===== src/rtl/digit_serial_sub32.sv =====
// Digit-serial subtractor: diff = a - b, one DIGIT_W slice per clock, LSB first,
// borrow carried between slices in a register. Start/busy/done handshake.
module digit_serial_sub32 #(
    parameter int WIDTH   = 32,
    parameter int DIGIT_W = 8
) (
    input  logic             clk,
    input  logic             rst_n,
    input  logic             start,
    input  logic [WIDTH-1:0] a,
    input  logic [WIDTH-1:0] b,
    output logic             busy,
    output logic             done,
    output logic [WIDTH-1:0] diff,
    output logic             bout,
    output logic             ovf
);

    localparam int N     = WIDTH / DIGIT_W;
    localparam int CNT_W = (N > 1) ? $clog2(N) : 1;
    localparam logic [CNT_W-1:0] LAST_SLICE = CNT_W'(N - 1);

    typedef enum logic [1:0] {
        S_IDLE,
        S_RUN,
        S_DONE
    } state_t;

    state_t             r_state;
    logic [WIDTH-1:0]   r_a_sh;
    logic [WIDTH-1:0]   r_b_sh;
    logic [WIDTH-1:0]   r_diff;
    logic [CNT_W-1:0]   r_cnt;
    logic               r_sign_a;
    logic               r_sign_b;
    logic               r_borrow;
    logic               r_busy;
    logic               r_done;
    logic               r_bout;
    logic               r_ovf;

    logic [DIGIT_W:0]   w_sub;
    logic [DIGIT_W-1:0] w_slice;
    logic               w_slice_bo;
    logic               w_accept;

    // Operands are shifted right each RUN edge, so the active slice is always the low digit.
    assign w_sub      = {1'b0, r_a_sh[DIGIT_W-1:0]} - {1'b0, r_b_sh[DIGIT_W-1:0]}
                        - (DIGIT_W + 1)'(r_borrow);
    assign w_slice    = w_sub[DIGIT_W-1:0];
    assign w_slice_bo = w_sub[DIGIT_W];
    assign w_accept   = start && (r_state != S_RUN);

    always_ff @(posedge clk or negedge rst_n) begin
        if (!rst_n) begin
            r_state  <= S_IDLE;
            r_a_sh   <= '0;
            r_b_sh   <= '0;
            r_diff   <= '0;
            r_cnt    <= '0;
            r_sign_a <= 1'b0;
            r_sign_b <= 1'b0;
            r_borrow <= 1'b0;
            r_busy   <= 1'b0;
            r_done   <= 1'b0;
            r_bout   <= 1'b0;
            r_ovf    <= 1'b0;
        end else begin
            case (r_state)
                S_IDLE, S_DONE: begin
                    r_done <= 1'b0;
                    if (w_accept) begin
                        r_a_sh   <= a;
                        r_b_sh   <= b;
                        r_sign_a <= a[WIDTH-1];
                        r_sign_b <= b[WIDTH-1];
                        r_borrow <= 1'b0;
                        r_cnt    <= '0;
                        r_busy   <= 1'b1;
                        r_state  <= S_RUN;
                    end else begin
                        r_state  <= S_IDLE;
                    end
                end
                S_RUN: begin
                    r_diff[int'(r_cnt) * DIGIT_W +: DIGIT_W] <= w_slice;
                    r_a_sh   <= r_a_sh >> DIGIT_W;
                    r_b_sh   <= r_b_sh >> DIGIT_W;
                    r_borrow <= w_slice_bo;
                    r_cnt    <= r_cnt + 1'b1;
                    if (r_cnt == LAST_SLICE) begin
                        r_busy  <= 1'b0;
                        r_done  <= 1'b1;
                        r_bout  <= w_slice_bo;
                        // The top slice being written now carries the result sign bit.
                        r_ovf   <= (r_sign_a ^ r_sign_b) & (w_slice[DIGIT_W-1] ^ r_sign_a);
                        r_state <= S_DONE;
                    end
                end
                default: begin
                    r_state <= S_IDLE;
                    r_busy  <= 1'b0;
                    r_done  <= 1'b0;
                end
            endcase
        end
    end

    assign busy = r_busy;
    assign done = r_done;
    assign diff = r_diff;
    assign bout = r_bout;
    assign ovf  = r_ovf;

endmodule


===== config.mk =====
export PLATFORM = sky130hd
export DESIGN_NAME = digit_serial_sub32
export DESIGN_NICKNAME = d
export VERILOG_FILES = /design/src/rtl/digit_serial_sub32.sv
export SDC_FILE = /design/constraint.sdc
export NUM_CORES = 1
export LEC_CHECK = 0
export ABC_AREA = 0
export ABC_CLOCK_PERIOD_IN_PS = 5800
export CAP_MARGIN = 20
export CORE_MARGIN = 3
export CORE_UTILIZATION = 53
export DETAILED_ROUTE_END_ITERATION = 10
export GPL_TIMING_DRIVEN = 0
export PLACE_DENSITY = 0.81
export SKIP_CTS_REPAIR_TIMING = 1
export SYNTH_ARGS = -nofsm -noshare
export SYNTH_HDL_FRONTEND = slang
export SYNTH_SLANG_ARGS = --single-unit

===== constraint.sdc =====
create_clock -name clk -period 5.8 [get_ports clk]
set_clock_uncertainty 0.1 [all_clocks]
set_input_delay 0.58 -clock clk [delete_from_list [all_inputs] [get_ports clk]]
set_output_delay 0.58 -clock clk [all_outputs]
set_load 0.01 [all_outputs]

==> metrics.txt <==
Worst Setup End Kind flop; final setup vio count 0; clk_lat worst skew 360 ps; Seq/Total Area, Yosys 56.9%; CTS tree built; Arr. time, crit path 2850 ps; Post-Layout Inst Area 0.00601 mm²; period utilisation layout 45.7%; slowest stage delay, CP 480 ps; max-cap viol count 0; Total GRT Usage 23.3%; Peak VDD IR 0.275 mV; power per standard cell area 612 mW/mm²; Avg Synthesized Cell Area 10.3 µm²; Via density 5.63; met3 wire length 680 µm; Synth cell types 38; via count 3,803; top sig layer met4; final slew viol count 0; RSZ-0062 raised after global routing no; initial antenna violation count 0; Worst-Margin Slew 821 ps; WL/cell 16.5 µm; Ant. Diodes 0; drt pass-1 iters 4; core area 0.00838 mm²; Met2 Wirelength 5.44 mm; Chip Height 99.8 µm; H-Tree Depth 3; full die area 0.00995 mm²; Seq cells post-synth 106; clk buf depth 2; Syn Inst Count 452; Post-layout nets 655; Critical path buffers and inverters 0; drt initial violations 167; clock transition at the registers of the reported paths 110 ps; fraction of layout cells with a size suffix above 1 4.90%; IO buf count 102; Ys Warns 0; Detail Placement HPWL 8.55 mm; die width 99.8 µm; most frequent CP cell fa_1; M1 wire length 4.77 mm; WL final 11.1 mm; crit-path max FO 4; Core Rows 33; post-route ant nets 0; IO Pins 103; Final min period 2650 ps; critical path's slowest cell fa_1; dpl cells 660; pin count of the biggest net entering global routing 67; Util after Layout 71.7%; slew margin rel. 45.3%; Remaining DRCs 0; Fin. Hold Viols 0; critical path class reg -> reg; setup TNS 0 ps; Mapped Area 0.00466 mm²; placed cell areas 0.00583 mm²; critical path cell sequence fa_1 -> fa_1 -> nand2b_1 -> a21oi_1 -> o21ai_0 -> xor2_1 -> a22o_1; Starting Density 55.6%; Max Clock Freq 377 MHz; Post-Syn Nets 541; required time of the critical path 6000 ps; Top delay family on crit path adder cells; final std cells w/o fill 676; status complete, no violations; Overall Power 3.68 mW; Num CTS Buffers 9; vias in the first global route 3,893; Placer Congestion 0.879; root buf cell clkbuf_8; Hold Crit Class in -> async; CP Launch Type flop; Area Growth Syn to Fin 28.9%; Num Clock Sinks 106; first-pass GRT wire length 18.5 mm; Leak 2.69 nW; GRT Residual Overflow 0
## cells in the mapped netlist, drive strengths merged
cell	n	area share (%)
a21bo	1	0.21
or3b	1	0.19
nor3b	1	0.16
a221oi	1	0.19
clkbuf	18	1.4
nor4	2	0.40
or3	2	0.27
o211ai	2	0.32
nand4	3	0.40
fa	2	0.86
buf	3	0.32
a211o	2	0.38
nand2b	5	0.67
and2	2	0.27
o21ai	19	2.0
nand3	1	0.11
xor2	2	0.38
nand2	36	3.1
a211oi	2	0.43
nor2	89	7.2
a21o	1	0.19
a22o	34	6.4
nor3	3	0.43
and2b	1	0.19
o22ai	49	6.6
nor2b	4	0.54
a21oi	10	1.1
dfrtp	106	57
ha	20	5.4
inv	24	1.9
a31o	1	0.19
or4	1	0.16
xnor2	4	0.75
## routing by layer
metal | vias up | track usage, %
met1 | 1844 | 30.4
met2 | 127 | 39.0
met4 | 0 | 8.61
met5 | - | 0
met3 | 19 | 3.93
li1 | 1813 | -
## cell usage in the layout (no fill, tap or decap), types with 3 or more instances in the layout
cell | synthesis | final
dfrtp_1 | 106 | 106
clkdlybuf4s50_1 | 0 | 101
nor2_1 | 89 | 89
o22ai_1 | 49 | 49
a22o_1 | 34 | 34
nand2_1 | 33 | 33
inv_1 | 24 | 24
ha_1 | 20 | 20
clkbuf_1 | 18 | 19
o21ai_0 | 14 | 14
a21oi_1 | 10 | 10
clkbuf_8 | 0 | 9
nand2b_1 | 5 | 5
o21ai_1 | 5 | 5
nor2b_1 | 4 | 4
xnor2_1 | 4 | 4
buf_2 | 3 | 3
nand2_2 | 3 | 3
nand4_1 | 3 | 3
clkinvlp_4 | 0 | 3
## final cells by class
cell class | count | area [µm²]
plain buffers | 21 | 82.6
clock buffers | 10 | 128
clock inverters | 6 | 48.8
fillers | 627 | 2380
inverters | 24 | 90.1
multi-input cells | 301 | 1830
flip-flops and latches | 106 | 2650
well taps | 105 | 131
repair buffers | 103 | 1040
## registers in the layout, indices dropped and copies added (netlist names)
| signal | count |
|---|---|
| diff | 32 |
| r_a_sh | 32 |
| r_b_sh | 32 |
| r_cnt | 2 |
| r_state | 2 |
| bout | 1 |
| busy | 1 |
| ovf | 1 |
| r_borrow | 1 |
| r_sign_a | 1 |
| r_sign_b | 1 |
## power by group
group	internal, mW	total (mW)	switching, mW
clock network	0.160	0.411	0.251
registers	1.05	1.24	0.187
logic	0.822	2.02	1.20
total	2.03	3.68	1.64
## cell families (layout without fill, tap and decap cells)
| group | after synthesis | in the layout | synth area share (%) |
|---|---|---|---|
| compound gates | 122 | 122 | 18.0 |
| fa+ha+maj | 22 | 22 | 6.23 |
| buf+inv | 45 | 164 | 3.71 |
| xor+xnor | 6 | 6 | 1.13 |
| simple gates | 151 | 151 | 14.0 |
| flops | 106 | 106 | 56.9 |
## metrics by stage
step	setup WS [ps]	hold WS (ps)
CTS	3140	226
finish	3150	198
global placement	211	360
floorplan	3470	184
global route	3070	254
detailed placement	3190	371
## worst reg2reg max path: cells and delay by family, from the launching register on
kind	cells	cell delay, ps
adders and majority gates	2	900
AOI/OAI and AO/OA	3	650
DFF	1	430
xor gates and xnor gates	1	360
and+or+nand+nor	1	160
## final timing paths
path | slack [ps] | from | depth (start not counted) | end
setup / recovery | 3150 | r_a_sh[0]$_DFFE_PN0P_ | 7 | diff[22]$_DFFE_PN0P_
hold / removal | 200 | rst_n | 1 | diff[18]$_DFFE_PN0P_
setup reg to reg | 3150 | r_a_sh[0]$_DFFE_PN0P_ | 7 | diff[22]$_DFFE_PN0P_
hold reg to reg | 400 | r_a_sh[31]$_DFFE_PN0P_ | 2 | r_a_sh[31]$_DFFE_PN0P_
max in group asynchronous | 4710 | rst_n | 2 | r_b_sh[23]$_DFFE_PN0P_
min in group clk | 400 | r_a_sh[31]$_DFFE_PN0P_ | 2 | r_a_sh[31]$_DFFE_PN0P_
No activity file was read; power rests on OpenSTA's default activity.
